## src/rtl/mux_tt_sweep_ctrl.sv

```systemverilog
// mux_tt_sweep_ctrl: steps the 8-to-1 mux through all 16 input vectors and captures its truth table
module mux_tt_sweep_ctrl #(
  parameter int SETTLE = 2,
  parameter int CW     = 4
) (
  input  logic        iClk,
  input  logic        iRst_n,
  input  logic        iStart,
  input  logic        iAbort,
  input  logic        iY,
  output logic        oA,
  output logic        oB,
  output logic        oC,
  output logic        oD,
  output logic [15:0] oTable,
  output logic        oBusy,
  output logic        oDone
);
  typedef enum logic [1:0] {S_IDLE, S_SETTLE, S_SAMPLE, S_DONE} state_t;
  localparam logic [CW-1:0] LAST = CW'(SETTLE - 1);
  state_t        r_state, w_next;
  logic [3:0]    r_idx;
  logic [CW-1:0] r_cnt;
  logic [15:0]   r_table;
  logic          r_busy, r_done;
  assign {oA, oB, oC, oD} = r_idx;
  assign oTable = r_table;
  assign oBusy  = r_busy;
  assign oDone  = r_done;
  // state register
  always_ff @(posedge iClk or negedge iRst_n)
    if (!iRst_n) r_state <= S_IDLE;
    else         r_state <= w_next;
  // next state; abort overrides both the settle and sample exits
  always_comb begin
    w_next = r_state;
    case (r_state)
      S_IDLE:   w_next = iStart ? S_SETTLE : S_IDLE;
      S_SETTLE: w_next = iAbort ? S_IDLE : (r_cnt == LAST) ? S_SAMPLE : S_SETTLE;
      S_SAMPLE: w_next = iAbort ? S_IDLE : (r_idx == 4'd15) ? S_DONE : S_SETTLE;
      S_DONE:   w_next = S_IDLE;
      default:  w_next = S_IDLE;
    endcase
  end
  // vector index, settle counter and captured table; abort drops the pending sample
  always_ff @(posedge iClk or negedge iRst_n)
    if (!iRst_n) begin
      r_idx   <= '0;
      r_cnt   <= '0;
      r_table <= '0;
    end else begin
      case (r_state)
        S_IDLE:
          if (iStart) begin
            r_idx   <= '0;
            r_cnt   <= '0;
            r_table <= '0;
          end
        S_SETTLE:
          if (iAbort) begin
            r_idx <= '0;
            r_cnt <= '0;
          end else r_cnt <= r_cnt + CW'(1);
        S_SAMPLE:
          if (iAbort) begin
            r_idx <= '0;
            r_cnt <= '0;
          end else begin
            r_table[r_idx] <= iY;
            r_cnt          <= '0;
            if (r_idx != 4'd15) r_idx <= r_idx + 4'd1;
          end
        S_DONE:   r_idx <= '0;
        default:  r_idx <= '0;
      endcase
    end
  // status flags registered from the next state so they track the state register exactly
  always_ff @(posedge iClk or negedge iRst_n)
    if (!iRst_n) begin
      r_busy <= 1'b0;
      r_done <= 1'b0;
    end else begin
      r_busy <= (w_next == S_SETTLE) || (w_next == S_SAMPLE);
      r_done <= (w_next == S_DONE);
    end
endmodule

```

## config.mk

```make
export PLATFORM = sky130hd
export DESIGN_NAME = mux_tt_sweep_ctrl
export DESIGN_NICKNAME = d
export VERILOG_FILES = /design/src/rtl/mux_tt_sweep_ctrl.sv
export SDC_FILE = /design/constraint.sdc
export NUM_CORES = 1
export LEC_CHECK = 0
export ABC_AREA = 1
export ABC_CLOCK_PERIOD_IN_PS = 1700
export CAP_MARGIN = 10
export CORE_MARGIN = 4
export CORE_UTILIZATION = 35
export DETAILED_ROUTE_END_ITERATION = 8
export PLACE_DENSITY = 0.58
export SLEW_MARGIN = 20
export SYNTH_ARGS = -nofsm -noshare
export SYNTH_HDL_FRONTEND = slang
export SYNTH_SLANG_ARGS = --single-unit
export TNS_END_PERCENT = 10
```

## constraint.sdc

```tcl
create_clock -name iClk -period 1.7 [get_ports iClk]
set_input_delay 0.17 -clock iClk [delete_from_list [all_inputs] [get_ports iClk]]
set_output_delay 0.17 -clock iClk [all_outputs]
set_load 0.05 [all_outputs]
```

==> summary.md <==
| Metric | Value |
|---|---|
| Gpl congestion | between 0.9 and 1 |
| Final-report hold violation count | 0 |
| TritonCTS clock tree | built |
| Routed WL | 3.42 mm |
| CTS root buf | clkbuf_8 |
| Critical path origin | oTable[3]$_DFFE_PN0P_ |
| Critical path endpoint category | output port |
| CP max-delay cell | clkdlybuf4s50_1 |
| Reg area | between 700 and 800 um^2 |
| CP peak stage delay | roughly 0.81 ns |
| Area Growth Syn to Fin | 20.5% |
| Synth Area per Inst | ~7.2 um^2 |
| Sw Share | between 30% and 40% |
| Status | finished, final reports clean |
| Critical R2R Capture | oBusy$_DFF_PN0_ |
| Crit share post-route | 94.6% |
| Post-synthesis mux area share | 0% |
| Syn nets | 237 |
| Initial antenna violation count | 0 |
| Clk network pwr share | a little over a fifth |
| Max clock buf depth | 2 |
| Seq pwr share | 45.4% |
| Commonest non-fill, non-tap cell in the layout | nand2_1 |
| TritonCTS Sinks | 28 |
| Synthesized cell area | 0.00161 mm^2 |
| Die ar. | 0.00575 mm^2 |
| Internal power | between 1000 and 1500 uW |
| Hold-fix buffer count after cts | 0 |
| Register area share after synthesis | 43.5% |
| Most frequent cells in the layout | 87 x nand2_1, 27 x dfrtp_1, 24 x nor2_1, 22 x nand3_1, 20 x inv_1 |
| Pwr/cell area | between 800 and 900 mW/mm^2 |
| Layout fillers | 472 |
| Die Width | between 70 and 80 um |
| Simple-gate area share of the yosys netlist | a little over a third |
| Crit-path leading delay family | buffers and inverters |
| Post-CTS Setup Repair Bufs | 0 |
| Post-synthesis compound-gate area fraction | 7.08% |
| Synth Instances | about 230 |
| Largest family of logic cells by synthesized area | simple AND/OR/NAND/NOR gates |
| Req. time, crit path | roughly 1.5 ns |
| Leakage power | roughly 0.0010 uW |
| Fin worst setup slack | slightly above 0.09 ns |
| Worst hold-check path type | input port to asynchronous set/reset pin |
| FP Rows | 24 |
| Number of gates resized after CTS | 0 |
| H-tree lvl count | 1 |
| DR WL/cell | 11.3 um |
| Detailed placement HPWL | between 2 and 3 mm |
| Global Route Usage Sum | between 10% and 20% |
| Sum of buffers and inverters on the critical path | 1 |
| First-pass GRT wire length | between 6 and 7 mm |
| RSZ-0062 raised after global routing | false |
| Comb pwr share | approximately 33% |
| Grt ovf | 0 |
| Distinct cell type count after synthesis | 20 |
| Nets | 265 |
| FF-to-FF Start | r_idx[1]$_DFFE_PN0P_ |
| Net switching power | between 600 and 700 uW |
| Antenna violation net count after detailed routing | 0 |
| Slew headroom | between 60% and 70% |
| Largest net degree at the start of global routing | 32 |
| Flop2flop setup slack | roughly 0.15 ns |
| Vias | about 1400 |
| Cells along the critical path | clkdlybuf4s50_1 |
| Crit-path max FO | 2 |
| Yosys warnings | 0 |
| # setup viols final | 0 |
| Adder-cell share of the synthesized area | under 10% |
| CP Class | register to output port |
| Max_cap viols | 0 |
| Ant. Diodes | 0 |
| Port Buffers | 26 |
| Pre-CTS worst setup slack | ~0.13 ns |
| CTS Buf Count | 3 |
| Effective utilization at floorplan | about 36% |
| Clock skew | 0.00625 ns |
| Initial drt markers | 62 |
| Crit path arrival time | around 1.4 ns |
| Core ar. | between 0.004 and 0.005 mm^2 |
| Measured slew at the worst slew-check pin | ~0.51 ns |
| Vias per cell | approximately 4.8 |
| Max IR drop VDD | 0.623 mV |
| Final Critical Period | 1.61 ns |
| Clock slew at reported path FFs | around 0.090 ns |
| Setup_tns | 0 ns |
| Clk Latency, worst-skew pair | roughly 0.28 ns |
| Number of global-route vias before repair | approximately 1400 |
| Worst r2r path cells | 6 |
| Max Clock Freq | between 600 and 700 MHz |
| Num ports | 27 |
| Slew Limit Fails | 0 |
| Xor-xnor portion of the synthesized cell area | 0% |
| Length of the first detailed-routing pass in iterations | 4 |
| Layout cells sized above 1 | about a tenth |
| DRC viols | 0 |
| Register bit total from synthesis | 28 |
| Multi-input logic area | between 700 and 800 um^2 |
| Die Span Y | between 70 and 80 um |
| Type of origin of the critical path | register |
==> layout make-up <==
type	instances	area share, %
repair buffers	28	13.3
inverters	22	4.26
flip-flops and latches	28	36.2
clock buffers	4	2.32
well taps	52	3.35
multi-input cells	170	40.6
==> how the worst max path moves through the flow <==
| stage | end | slack (ns) | cells past startpoint |
|---|---|---|---|
| final | oTable[3] | 0.09 | 1 |
| after global routing | oBusy$_DFF_PN0_ | 0.03 | 6 |
| after CTS | oTable[11] | 0.07 | 1 |
| after detailed placement | oTable[9]$_DFFE_PN0P_ | 0.13 | 8 |
| after global placement | oBusy$_DFF_PN0_ | 0.17 | 6 |
| after floorplan | oBusy$_DFF_PN0_ | 0.007 | 6 |
==> flip-flops by register name (all words and copies together), names as in the netlist <==
signal   cells
oTable      16
r_cnt        4
r_idx        4
r_state      2
oBusy        1
oDone        1
==> routing by layer <==
| metal | routed length [um] | up-vias | track usage [%] |
|---|---|---|---|
| li1 | - | 762 | - |
| met1 | 1640 | 654 | 17.2 |
| met2 | 1580 | 26 | 24.2 |
| met3 | 151 | 7 | 3.30 |
| met4 | 48 | 0 | 4.08 |
| met5 | 0 | - | 0 |
==> stage by stage <==
stage               hold WS (ns)  std cells  util, %  area [um^2]  power (uW)
floorplan                 -0.126        225        -         1610        1210
global placement           0.453        300     42.9         1890        1370
detailed placement         0.460        300     42.9         1890        1370
CTS                        0.273        304     43.9         1940        1760
global route               0.291        304     43.9         1940        1870
finish                     0.267        304     43.9         1940        1720
==> Yosys cell counts <==
| cell | count | area (um^2) |
|---|---|---|
| buf_6 | 1 | 11.3 |
| buf_4 | 3 | 22.5 |
| o21ai_0 | 16 | 80.1 |
| nor2_1 | 24 | 90.1 |
| nand3_1 | 22 | 110 |
| nor2_4 | 1 | 11.3 |
| inv_2 | 2 | 7.51 |
| nand2_1 | 87 | 327 |
| o21ai_2 | 1 | 8.76 |
| dfrtp_1 | 28 | 701 |
| buf_2 | 1 | 5.00 |
| ha_1 | 7 | 87.6 |
| or2_2 | 1 | 6.26 |
| nand3_2 | 1 | 10.0 |
| a21oi_1 | 1 | 5.00 |
| nand2_2 | 1 | 6.26 |
| inv_1 | 20 | 75.1 |
| nor2_2 | 1 | 6.26 |
| o21ai_1 | 4 | 20.0 |
| nand4_1 | 3 | 18.8 |
==> power groups by stage <==
stage          combinational [uW]  clock, uW  sequential, uW
3_5_place_dp                  578          0             795
6_report                      570        372             782
2_1_floorplan                 367          0             845
5_1_grt                       658        426             790
3_3_place_gp                  578          0             794
4_1_cts                       580        402             782
==> logic make-up after synthesis <==
| group | Yosys count |
|---|---|
| AOI/OAI and AO/OA | 22 |
| adders and majority gates | 7 |
| buffers and inverters | 27 |
| DFF | 28 |
| and+or+nand+nor | 141 |
No activity file was read; power rests on OpenSTA's default activity.
